## src/rtl/mem_arb_pkg.sv

```systemverilog
// mem_arb_pkg
//   Shared definitions for the unified-RAM arbiter: FSM state encoding,
//   access-owner identifiers, default bus widths and the width of the
//   small wait/starvation counters (both parameters are limited to 1..15).
package mem_arb_pkg;

    localparam int unsigned DEF_ADDR_W = 7;
    localparam int unsigned DEF_DATA_W = 32;
    localparam int unsigned CNT_W      = 4;

    typedef enum logic [1:0] {
        IDLE = 2'd0,
        BUSY = 2'd1,
        ACK  = 2'd2
    } arb_state_t;

    typedef enum logic {
        OWN_IF = 1'b0,
        OWN_D  = 1'b1
    } owner_t;

endpackage

```

## src/rtl/mem_arb_pick.sv

```systemverilog
// mem_arb_pick
//   Winner selection for the two RAM requesters. Data wins a tie unless it
//   has already won STARVE_LIMIT consecutive ties against a pending fetch,
//   in which case fetch is forced through.
// Ports:
//   clock, reset  rising-edge clock, asynchronous active-low reset
//   if_req        fetch request pending
//   d_req         data request pending
//   grant         arbiter is accepting a request this cycle
//   pick_d        1: data wins, 0: fetch wins (only meaningful with a request)
module mem_arb_pick import mem_arb_pkg::*; #(
    parameter int unsigned STARVE_LIMIT = 4
) (
    input  logic clock,
    input  logic reset,
    input  logic if_req,
    input  logic d_req,
    input  logic grant,
    output logic pick_d
);

    localparam logic [CNT_W-1:0] LIMIT = CNT_W'(STARVE_LIMIT);

    logic [CNT_W-1:0] starve_cnt;

    always_comb begin
        pick_d = d_req;
        if (if_req && (starve_cnt == LIMIT)) begin
            pick_d = 1'b0;
        end
    end

    // Counts only the data wins that actually made a fetch wait.
    always_ff @(posedge clock or negedge reset) begin
        if (!reset) begin
            starve_cnt <= '0;
        end else if (grant) begin
            if (!pick_d) begin
                starve_cnt <= '0;
            end else if (if_req && (starve_cnt != LIMIT)) begin
                starve_cnt <= starve_cnt + 1'b1;
            end
        end
    end

endmodule

```

## src/rtl/mem_arbiter.sv

```systemverilog
// mem_arbiter
//   Serialises instruction-fetch and load/store accesses onto a single
//   unified RAM with a combinational read port. Each access holds the RAM
//   for WAIT_CYCLES cycles, then the owner gets a one-cycle acknowledge.
// Ports:
//   clock, reset           rising-edge clock, asynchronous active-low reset
//   if_req/if_addr         fetch request and word address
//   if_rdata/if_ack        fetch read data (held) and completion pulse
//   d_req/d_we/d_addr      data request, write enable, word address
//   d_wdata                data write data
//   d_rdata/d_ack          data read data (held) and completion pulse
//   ram_addr/ram_wdata     RAM address and write data
//   ram_wre                RAM write enable (one cycle, end of a write)
//   ram_rdata              RAM read data
//   busy                   access in progress (BUSY or ACK)
module mem_arbiter import mem_arb_pkg::*; #(
    parameter int unsigned ADDR_W       = DEF_ADDR_W,
    parameter int unsigned DATA_W       = DEF_DATA_W,
    parameter int unsigned WAIT_CYCLES  = 1,
    parameter int unsigned STARVE_LIMIT = 4
) (
    input  logic              clock,
    input  logic              reset,
    input  logic              if_req,
    input  logic [ADDR_W-1:0] if_addr,
    output logic [DATA_W-1:0] if_rdata,
    output logic              if_ack,
    input  logic              d_req,
    input  logic              d_we,
    input  logic [ADDR_W-1:0] d_addr,
    input  logic [DATA_W-1:0] d_wdata,
    output logic [DATA_W-1:0] d_rdata,
    output logic              d_ack,
    output logic [ADDR_W-1:0] ram_addr,
    output logic [DATA_W-1:0] ram_wdata,
    output logic              ram_wre,
    input  logic [DATA_W-1:0] ram_rdata,
    output logic              busy
);

    localparam logic [CNT_W-1:0] WAIT_LOAD  = CNT_W'(WAIT_CYCLES - 1);
    localparam logic             SHORT_WAIT = (WAIT_CYCLES == 1);

    arb_state_t       state;
    owner_t           owner;
    logic             we_q;
    logic [CNT_W-1:0] wait_cnt;
    logic             grant;
    logic             pick_d;

    assign grant = (state == IDLE) && (if_req || d_req);

    mem_arb_pick #(
        .STARVE_LIMIT (STARVE_LIMIT)
    ) u_pick (
        .clock  (clock),
        .reset  (reset),
        .if_req (if_req),
        .d_req  (d_req),
        .grant  (grant),
        .pick_d (pick_d)
    );

    // ram_wre is registered one cycle ahead: it is set on the edge that
    // brings wait_cnt to zero, so it is high exactly for the BUSY cycle
    // with wait_cnt == 0 of a write.
    always_ff @(posedge clock or negedge reset) begin
        if (!reset) begin
            state     <= IDLE;
            owner     <= OWN_IF;
            we_q      <= 1'b0;
            wait_cnt  <= '0;
            ram_addr  <= '0;
            ram_wdata <= '0;
            ram_wre   <= 1'b0;
            if_rdata  <= '0;
            d_rdata   <= '0;
            if_ack    <= 1'b0;
            d_ack     <= 1'b0;
            busy      <= 1'b0;
        end else begin
            case (state)
                IDLE: begin
                    if (grant) begin
                        state    <= BUSY;
                        busy     <= 1'b1;
                        wait_cnt <= WAIT_LOAD;
                        if (pick_d) begin
                            owner     <= OWN_D;
                            ram_addr  <= d_addr;
                            ram_wdata <= d_wdata;
                            we_q      <= d_we;
                            ram_wre   <= d_we && SHORT_WAIT;
                        end else begin
                            owner     <= OWN_IF;
                            ram_addr  <= if_addr;
                            ram_wdata <= '0;
                            we_q      <= 1'b0;
                        end
                    end
                end
                BUSY: begin
                    if (wait_cnt == '0) begin
                        state   <= ACK;
                        ram_wre <= 1'b0;
                        if (owner == OWN_D) begin
                            d_ack <= 1'b1;
                            if (!we_q) begin
                                d_rdata <= ram_rdata;
                            end
                        end else begin
                            if_ack   <= 1'b1;
                            if_rdata <= ram_rdata;
                        end
                    end else begin
                        wait_cnt <= wait_cnt - 1'b1;
                        ram_wre  <= we_q && (wait_cnt == CNT_W'(1));
                    end
                end
                ACK: begin
                    state  <= IDLE;
                    if_ack <= 1'b0;
                    d_ack  <= 1'b0;
                    busy   <= 1'b0;
                end
                default: begin
                    state <= IDLE;
                end
            endcase
        end
    end

endmodule

```

## config.mk

```make
export PLATFORM = sky130hd
export DESIGN_NAME = mem_arbiter
export DESIGN_NICKNAME = d
export VERILOG_FILES = /design/src/rtl/mem_arb_pkg.sv /design/src/rtl/mem_arb_pick.sv /design/src/rtl/mem_arbiter.sv
export SDC_FILE = /design/constraint.sdc
export NUM_CORES = 1
export LEC_CHECK = 0
export BUFFER_PORTS_ARGS = -buffer_cell sky130_fd_sc_hd__buf_2
export CORE_AREA = 2 2 103 105
export CTS_BUF_LIST = sky130_fd_sc_hd__clkbuf_16
export CTS_CLUSTER_DIAMETER = 200
export DETAILED_ROUTE_END_ITERATION = 8
export DIE_AREA = 0 0 105 107
export PLACE_DENSITY = 0.79
export REMOVE_ABC_BUFFERS = 1
export SETUP_SLACK_MARGIN = 0.4
export SLEW_MARGIN = 20
export SYNTH_ARGS = -nofsm -noshare
export SYNTH_HDL_FRONTEND = slang
export SYNTH_SLANG_ARGS = --single-unit
```

## constraint.sdc

```tcl
create_clock -name clock -period 2.1 [get_ports clock]
set_input_delay 0.315 -clock clock [delete_from_list [all_inputs] [get_ports clock]]
set_output_delay 0.315 -clock clock [all_outputs]
set_load 0.05 [all_outputs]
```

After elaboration in Yosys (flattened, before gate mapping)

Index checks and enable logic that the tools add are counted.

Register bits: 119
Output and inout port bits: 107
Logic and storage cells: 74

Add/subtract/negate cells: 2
Equality and inequality tests: 12
Multiplexer cells: 25
Bitwise gates (word level): 2
Reduce and logical (&&, ||, !) cells: 20

Operators with widths:

| kind                | count |
|---|---|
| $mux 32             | 1 |
| $mux 4              | 4 |
| $reduce_and 3->1    | 5 |
| $ne 2x2->1 const B  | 6 |
| $mux 1              | 11 |
| $pmux 1 s2          | 4 |
| $pmux 4 s2          | 1 |
| $reduce_and 2->1    | 4 |
| $mux 7              | 1 |
| $reduce_bool 2->1   | 3 |
| $add 4x1->4 const B | 1 |
| $eq 4x1->1 const B  | 1 |
| $eq 4x3->1 const B  | 1 |
| $logic_and 1x1->1   | 4 |
| $logic_not 4->1     | 1 |
| $mux 2              | 2 |
| $ne 4x3->1 const B  | 1 |
| $pmux 2 s2          | 1 |
| $reduce_and 4->1    | 1 |
| $sub 4x1->4 const B | 1 |
| $eq 2x1->1 const B  | 1 |
| $eq 2x2->1 const B  | 1 |
| $logic_not 2->1     | 1 |
| $ne 2x1->1 const B  | 1 |
| 2 further kinds     | 3 |

Logic depth before layout (Yosys ltp)

Gate-level depths: netlist of the first run.

Word-level depth: 6
Depth in mapped cells: 7
Mapped depth without buffers: 5

Modules after synthesis

A second synthesis of the first run with hierarchy kept.

Cells, all modules: 391
Area total of the unflattened synthesis: 4,849.7 µm²

Modules (own cells, without submodules):

| module       | times used | cells an instance | area an instance (µm²) | seq. area each (µm²) |
|---|---|---|---|---|
| mem_arbiter  | 1          | 365               | 4,614.4                | 2,877.8 |
| mem_arb_pick | 1          | 26                | 235.2                  | 100.1 |

Worst setup path after synthesis of the first run

Ideal clock, no wire load.

Path type: reg-to-reg
Start point: register u_pick.starve_cnt[0]
End point: register ram_wre
Setup time: 0.133 ns
Arrival: 1.471 ns
Slack: 0.496 ns
Cell stages (with the launch flop): 8
Buffers on the path: 2
Period minus slack after synthesis: 1.604 ns
Path through: dfrtp_1 > inv_1 > ha_1 > and4b_1 > buf_2 > nor3_4 > buf_6 > o211ai_1

Word-level cells in the longest chain between the ends: 5

Ends and longest elaborated chain:

| what                              | RTL line           | text |
|---|---|---|
| from (decl)                       | mem_arb_pick.sv:24 | `logic [CNT_W-1:0] starve_cnt;` |
| from (signal assigned)            | mem_arb_pick.sv:41 | `starve_cnt <= starve_cnt + 1'b1;` |
| $eq 4x3->1                        | mem_arb_pick.sv:28 | `if (if_req && (starve_cnt == LIMIT)) begin` |
| $logic_and 1x1->1                 | mem_arb_pick.sv:28 |  |
| $mux 1                            | mem_arb_pick.sv:28 |  |
| $ne 2x2->1 (no source line)       | --                 |  |
| $reduce_and 3->1 (no source line) | --                 |  |
| to (signal assigned)              | mem_arbiter.sv:93  | `ram_wre <= d_we && SHORT_WAIT;` |
| to (signal assigned)              | mem_arbiter.sv:117 | `ram_wre <= we_q && (wait_cnt == CNT_W'(1));` |
| to (decl)                         | mem_arbiter.sv:36  | `output logic ram_wre,` |

Every way passes these cells.
A chain may end at the register's enable or synchronous reset.

Final worst setup path of the first run

Start point: register u_pick.starve_cnt[0]
End point: register ram_wdata[28]

Word-level cells in the longest chain between the ends: 4

Ends and longest elaborated chain:

| what                 | RTL line           | text |
|---|---|---|
| $eq 4x3->1           | mem_arb_pick.sv:28 |  |
| $logic_and 1x1->1    | mem_arb_pick.sv:28 |  |
| $mux 1               | mem_arb_pick.sv:28 |  |
| $mux 32              | mem_arbiter.sv:88  | `if (pick_d) begin` |
| to (signal assigned) | mem_arbiter.sv:91  | `ram_wdata <= d_wdata;` |
| to (decl)            | mem_arbiter.sv:35  | `output logic [DATA_W-1:0] ram_wdata,` |

Every way passes these cells.

==> flow_summary.json, run 1 <==
{
  "diodes": 0,
  "ys_ff_latch": 119,
  "ys_types": 42,
  "cap_violations": 0,
  "period_needed_ns": 1.67,
  "hp-class": "input pin to flop",
  "ctsLongestPathBuffers": 2,
  "path_class": "flop to flop",
  "place_ws_ns": 0.115,
  "wl_met3_um": 598,
  "tritoncts": "built",
  "finalWorstSetupSlack_ns": 0.434,
  "synth_compound_area_share_pct": 10.3,
  "worstPathCellList": "inv_1 -> ha_2 -> and4b_2 -> nor3_4 -> buf_12 -> clkbuf_16 -> a22o_1",
  "final_common_cell": "buf_2",
  "cts.reportedPaths.clkPinSlew_ns": 0.06,
  "rsz0062_at_grt": "true",
  "route.detailed.drc": 0,
  "yosys_warnings": 0,
  "holdPathStages": 2,
  "netlist_area_um2": 4770,
  "vias_per_cell": 5.18,
  "post-dp-hpwl_mm": 7.53,
  "synth_fa_ha_area_share_pct": 1.31,
  "cp.arrival_ns": 2.00,
  "drt_first_iter_violations": 82,
  "synth_top_family_by_area": "multiplexers",
  "ant_nets": 0,
  "layout-drive-gt1-share_pct": 57.0,
  "tightest_slew_ns": 0.480,
  "yosys.area_share.simple_pct": 6.76,
  "vias": 3604,
  "crit_buf_inv": 3,
  "gp_congestion": 0.804,
  "dieArea_um2": 11200,
  "clock_latency_ns": 0.40,
  "cp_max_fo": 9,
  "most-common-layout-cells": "188 x buf_2, 119 x dfrtp_1, 63 x mux2_2",
  "grt_use_total_pct": 21.6,
  "status": "complete, no violations",
  "rr_worst_depth": 7,
  "cp.required_ns": 2.44,
  "synthArstFlopShare_pct": 100,
  "fin_crit_sh_pct": 79.3,
  "clock_sinks": 119,
  "start_util_pct": 47.3,
  "finalHoldViolations": 0,
  "end_kind": "flop",
  "critPathMaxStageDelay_ns": 0.39,
  "cp-startpoint": "u_pick.starve_cnt[0]$_DFFE_PN0P_",
  "antenna_found_initial": 0,
  "clock.fmax_ghz": 0.600,
  "routed.top_layer": "met4",
  "grt_pass1_vias": 3745,
  "die_height_um": 107,
  "io_pins": 190,
  "fp.coreArea_um2": 10100,
  "crit_cells": 7,
  "ys.flop_type": "dfrtp_1",
  "syn_area_per_cell_um2": 14.4,
  "tns_ns": 0,
  "syn_inst": 331,
  "synth_xor_area_share_pct": 0,
  "reg2reg_to": "ram_wdata[28]$_DFFE_PN0P_",
  "met1Wirelength_mm": 5.09,
  "critPathLaunchType": "flop",
  "grt_pass1_wl_mm": 19.0,
  "yosysSeqAreaShare_pct": 62.4,
  "htree_levels": 4,
  "wl_met2_mm": 6.21,
  "dr.pass1.iters": 4,
  "path_delay_family": "simple AND/OR/NAND/NOR gates",
  "die_w_um": 105,
  "rows": 37,
  "crit_slowest_cell": "dfrtp_1",
  "relSlewSlack_pct": 67.9,
  "syn2layout_area_growth_pct": 40.6,
  "drt-total-wl_mm": 12.1,
  "drv_slew": 0,
  "finalSetupViolations": 0,
  "crit_end": "ram_wdata[28]$_DFFE_PN0P_",
  "synth_edf_count": 0,
  "wire_per_inst_um": 17.4,
  "port_buffers": 189,
  "synthMuxAreaShare_pct": 15.8,
  "tritoncts.num_buffers": 17,
  "grt_max_degree": 39,
  "finalClockSkew_ns": 0.0148,
  "cts-root-buf": "clkbuf_16",
  "grt-ovfl-total": 0,
  "reg2reg_slack_ns": 0.43,
  "finalNetCount": 636,
  "timing.rr.start": "u_pick.starve_cnt[0]$_DFFE_PN0P_"
}
state kept, by name, summed over array words and instances (netlist names):
signal	cells
state	2
owner	1
ram_wdata	32
we_q	1
d_rdata	32
busy	1
u_pick.starve_cnt	4
ram_addr	7
d_ack	1
ram_wre	1
wait_cnt	4
if_rdata	32
if_ack	1
Yosys cell counts (4+ instances only):
cell type	instances	share of area, %
dfrtp_1	119	62
mux2_2	63	15
a22o_1	33	6.1
o21ai_0	12	1.3
nand2_1	11	0.87
buf_6	10	2.4
nand3_1	9	0.94
a31oi_1	8	1.0
a21oi_1	7	0.73
buf_2	5	0.52
ha_1	5	1.3
inv_1	5	0.39
nor2_1	4	0.31
worst register-to-register path: stages (launching register included):
cell and delay, ns:
dfrtp_1 0.39, inv_1 0.06, ha_2 0.18, and4b_2 0.24
nor3_4 0.29, buf_12 0.16, clkbuf_16 0.15, a22o_1 0.14
cell families (layout without fill, tap and decap cells):
| logic type | after synthesis | after routing |
|---|---|---|
| compound gates | 68 | 68 |
| mux | 67 | 67 |
| buf+inv | 23 | 250 |
| flops | 119 | 119 |
| simple gates | 49 | 51 |
| fa+ha+maj | 5 | 5 |
per-layer routing:
metal / global-route usage [%] / vias to the layer above
met5: 0 / -
met4: 9.43 / 0
met3: 6.44 / 16
met2: 35.4 / 117
met1: 26.7 / 1811
li1: - / 1660
repair_timing:
item	CTS	global route
buffers inserted	6	8
resized for setup	8	2
hold buffers	1	0
endpoints found under the hold margin	33	0
pin swaps	3	3
cloned	2	3
setup endpoints to repair	71	36
through the flow:
step	cells	hold WS [ns]	cell area [um2]	utilization (%)
2_1_floorplan	314	0.0194	4630	-
3_3_place_gp	645	0.291	5830	57.8
3_5_place_dp	645	0.305	5830	57.8
4_1_cts	685	0.119	6560	65.0
5_1_grt	696	0.122	6710	66.5
6_report	696	0.130	6710	66.5
worst min-delay path by stage:
stage | from | to | slack [ns]
after floorplan | reset | busy$_DFFE_PN0P_ | 0.02
after global placement | reset | if_rdata[7]$_DFFE_PN0P_ | 0.29
after detailed placement | reset | d_rdata[7]$_DFFE_PN0P_ | 0.30
after CTS | d_wdata[11] | ram_wdata[11]$_DFFE_PN0P_ | 0.12
after global routing | d_wdata[29] | ram_wdata[29]$_DFFE_PN0P_ | 0.12
final | d_wdata[0] | ram_wdata[0]$_DFFE_PN0P_ | 0.13
area by class of cell:
cell class | count | area [um2]
clock buffers | 17 | 425
repair buffers | 213 | 1260
flip-flops and latches | 119 | 2980
well taps | 136 | 170
inverters | 6 | 22.5
fillers | 782 | 3380
clock inverters | 14 | 150
multi-input cells | 191 | 1700
Power of run 1 is not shown: default switching activity piles up to over one toggle a cycle in this logic, so the estimate is an artifact.
==> run 2: changes to the inputs <==
--- a/config.mk
+++ b/config.mk
@@ -5,13 +5,14 @@
 export SDC_FILE = /design/constraint.sdc
 export NUM_CORES = 1
 export LEC_CHECK = 0
+export ABC_AREA = 1
 export BUFFER_PORTS_ARGS = -buffer_cell sky130_fd_sc_hd__buf_2
-export CORE_AREA = 2 2 103 105
+export CORE_AREA = 2 2 104 106
 export CTS_BUF_LIST = sky130_fd_sc_hd__clkbuf_16
 export CTS_CLUSTER_DIAMETER = 200
 export DETAILED_ROUTE_END_ITERATION = 8
-export DIE_AREA = 0 0 105 107
-export PLACE_DENSITY = 0.79
+export DIE_AREA = 0 0 106 108
+export PLACE_DENSITY = 0.8
 export REMOVE_ABC_BUFFERS = 1
 export SETUP_SLACK_MARGIN = 0.4
 export SLEW_MARGIN = 20
==> constraint.sdc (replaced) <==
create_clock -name clock -period 1.6 [get_ports clock]
set_input_delay 0.24 -clock clock [delete_from_list [all_inputs] [get_ports clock]]
set_output_delay 0.24 -clock clock [all_outputs]
set_load 0.05 [all_outputs]
==> flow_summary.json, run 2 <==
{
  "rows": 37,
  "use_met3_pct": 7.66,
  "gp_congestion": 0.837,
  "tritoncts.num_buffers": 17,
  "vias": 5846,
  "finalClockSkew_ns": 0.0122,
  "finalNetCount": 949,
  "final_common_cell": "buf_6",
  "dieArea_um2": 11400,
  "tightest_slew_ns": 0.519,
  "layout-drive-gt1-share_pct": 62.5,
  "tritoncts": "built",
  "final_cells": 1011,
  "cap_violations": 0,
  "synthArstFlopShare_pct": 100,
  "end_kind": "flop",
  "dp_cells": 850,
  "most-common-layout-cells": "125 x buf_6, 117 x dfrtp_1, 92 x buf_4",
  "drt_first_iter_violations": 440,
  "yosysMostFrequentCell": "nand2_1",
  "io_pins": 190,
  "syn_area_per_cell_um2": 9.24,
  "drv_slew": 0,
  "cp.required_ns": 1.90,
  "cp_max_fo": 7,
  "dpl-instance-area_um2": 6110,
  "grt_util_met1_pct": 32.8,
  "yosys_warnings": 0,
  "grt_pass1_wl_mm": 25.6,
  "path_class": "flop to flop",
  "port_buffers": 189,
  "finalSetupViolations": 8,
  "start_util_pct": 48.2,
  "syn_inst": 534,
  "finalHoldViolations": 0,
  "grt_pass1_vias": 5165,
  "grt-busiest-layer": "met2",
  "relSlewSlack_pct": 65.4,
  "cts.reportedPaths.clkPinSlew_ns": 0.07,
  "yosysSeqAreaShare_pct": 60.4,
  "stdcell_area_um2": 9490,
  "synth_area_leaders": "dfrtp_1 60%, nand2_1 11%, inv_1 7.2%",
  "ys_types": 20,
  "clock_latency_ns": 0.43,
  "min-delay-start": "d_wdata[20]",
  "reg2reg_slack_ns": -0.11,
  "vias_per_cell": 5.78,
  "fin_crit_sh_pct": 107,
  "reg_top3": "d_rdata: 32 flops, if_rdata: 32 flops, ram_wdata: 32 flops",
  "timing.rr.start": "state[1]$_DFFE_PN0P_",
  "n_fill_cell": 319,
  "drt-total-wl_mm": 24.8,
  "violations": "negative setup slack",
  "htree_levels": 4,
  "synth_top_area_cell": "dfrtp_1",
  "finalWorstSetupSlack_ns": -0.115,
  "cp-startpoint": "state[1]$_DFFE_PN0P_",
  "ys_ff_latch": 119,
  "wire_per_inst_um": 24.6,
  "tns_ns": -0.201,
  "fp.coreArea_um2": 10200,
  "clock_sinks": 119,
  "ys.flop_type": "dfrtp_1",
  "cts-root-buf": "clkbuf_16",
  "grt_use_total_pct": 29.4,
  "ctsLongestPathBuffers": 2,
  "antenna_found_initial": 1,
  "clock.fmax_ghz": 0.583,
  "die_height_um": 108,
  "syn2layout_area_growth_pct": 92.4,
  "post-dp-hpwl_mm": 8.74,
  "rsz0062_at_grt": "true",
  "grt-ovfl-total": 0,
  "grt_max_degree": 54,
  "die_w_um": 106,
  "hold_ws_ns": 0.0608,
  "synth_edf_count": 0,
  "ant_nets": 0,
  "synthTopCellsByCount": "141 x nand2_1, 119 x dfrtp_1, 95 x inv_1",
  "status": "finished, violations left",
  "route.detailed.drc": 0,
  "gr-usage-met2_pct": 51.7,
  "hp-class": "input pin to flop",
  "synth_top_area_share_pct": 60.4,
  "netlist_area_um2": 4930,
  "period_needed_ns": 1.71,
  "critPathLaunchType": "flop",
  "cp.arrival_ns": 2.01,
  "dr.pass1.iters": 6
}
run 2: cell count changes after synthesis, sizes merged, moves of 4 or more:
| cell | before | now |
|---|---|---|
| nand2 | 11 | 146 |
| nor2 | 5 | 13 |
| inv | 6 | 95 |
| o21ai | 13 | 107 |
| mux2 | 65 | 0 |
| a22o | 33 | 0 |
| a31oi | 8 | 0 |
| nand3 | 9 | 24 |
| clkbuf | 2 | 6 |
| a21oi | 7 | 0 |
run 2: through the flow:
step           utilization, %  setup WS [ns]
2_1_floorplan               -         -0.336
3_3_place_gp             59.7          0.107
3_5_place_dp             59.7        0.00292
4_1_cts                  78.8          0.146
5_1_grt                  92.7         -0.152
6_report                 92.7         -0.115
run 2: path summary, 6_finish.rpt:
kind | to | cells after the start
setup / recovery | if_rdata[14]$_DFFE_PN0P_ | 7
hold / removal | ram_wdata[20]$_DFFE_PN0P_ | 3
setup reg to reg | if_rdata[14]$_DFFE_PN0P_ | 7
hold reg to reg | ram_addr[2]$_DFFE_PN0P_ | 2
max in group asynchronous | ram_wdata[2]$_DFFE_PN0P_ | 3
min in group asynchronous | if_rdata[9]$_DFFE_PN0P_ | 2
run 2: cells by family after synthesis:
kind of cell	count (synthesis)	synth area share [%]
DFF	119	60.4
buffers and inverters	116	9.99
AOI/OAI and AO/OA	108	12.8
xor gates and xnor gates	1	0.178
adders and majority gates	5	1.27
and+or+nand+nor	185	15.3
run 2: metal layers:
metal	share of wire [%]	vias to the layer above
li1	-	2322
met5	0	-
met4	8.8	0
met1	32	2812
met2	50	510
met3	8.7	202
run 2: timing repair:
item	in CTS	in global routing
hold endpoints to repair	26	0
hold buffers	1	0
cloned	6	14
setup endpoints to repair	223	226
gates resized for setup	287	240
buffers inserted	48	59
pin swaps	21	15
run 2: cell type report:
| type | instances | area [um2] | area share, % |
|---|---|---|---|
| repair buffers | 327 | 3150 | 33.2 |
| clock inverters | 15 | 91.3 | 0.963 |
| well taps | 136 | 170 | 1.79 |
| inverters | 95 | 364 | 3.84 |
| flip-flops and latches | 119 | 2980 | 31.4 |
| multi-input cells | 301 | 2300 | 24.2 |
| clock buffers | 17 | 425 | 4.48 |
| diodes | 1 | 2.50 | 0.0264 |
run 2: critical path, cell delays in order (launching register included):
cell,delay (ns)
dfrtp_1,0.45
inv_2,0.14
nand2_4,0.10
nor2_4,0.18
nand2_4,0.11
buf_12,0.16
buf_16,0.13
o21ai_2,0.30
Power of run 2 is left out for the same reason.
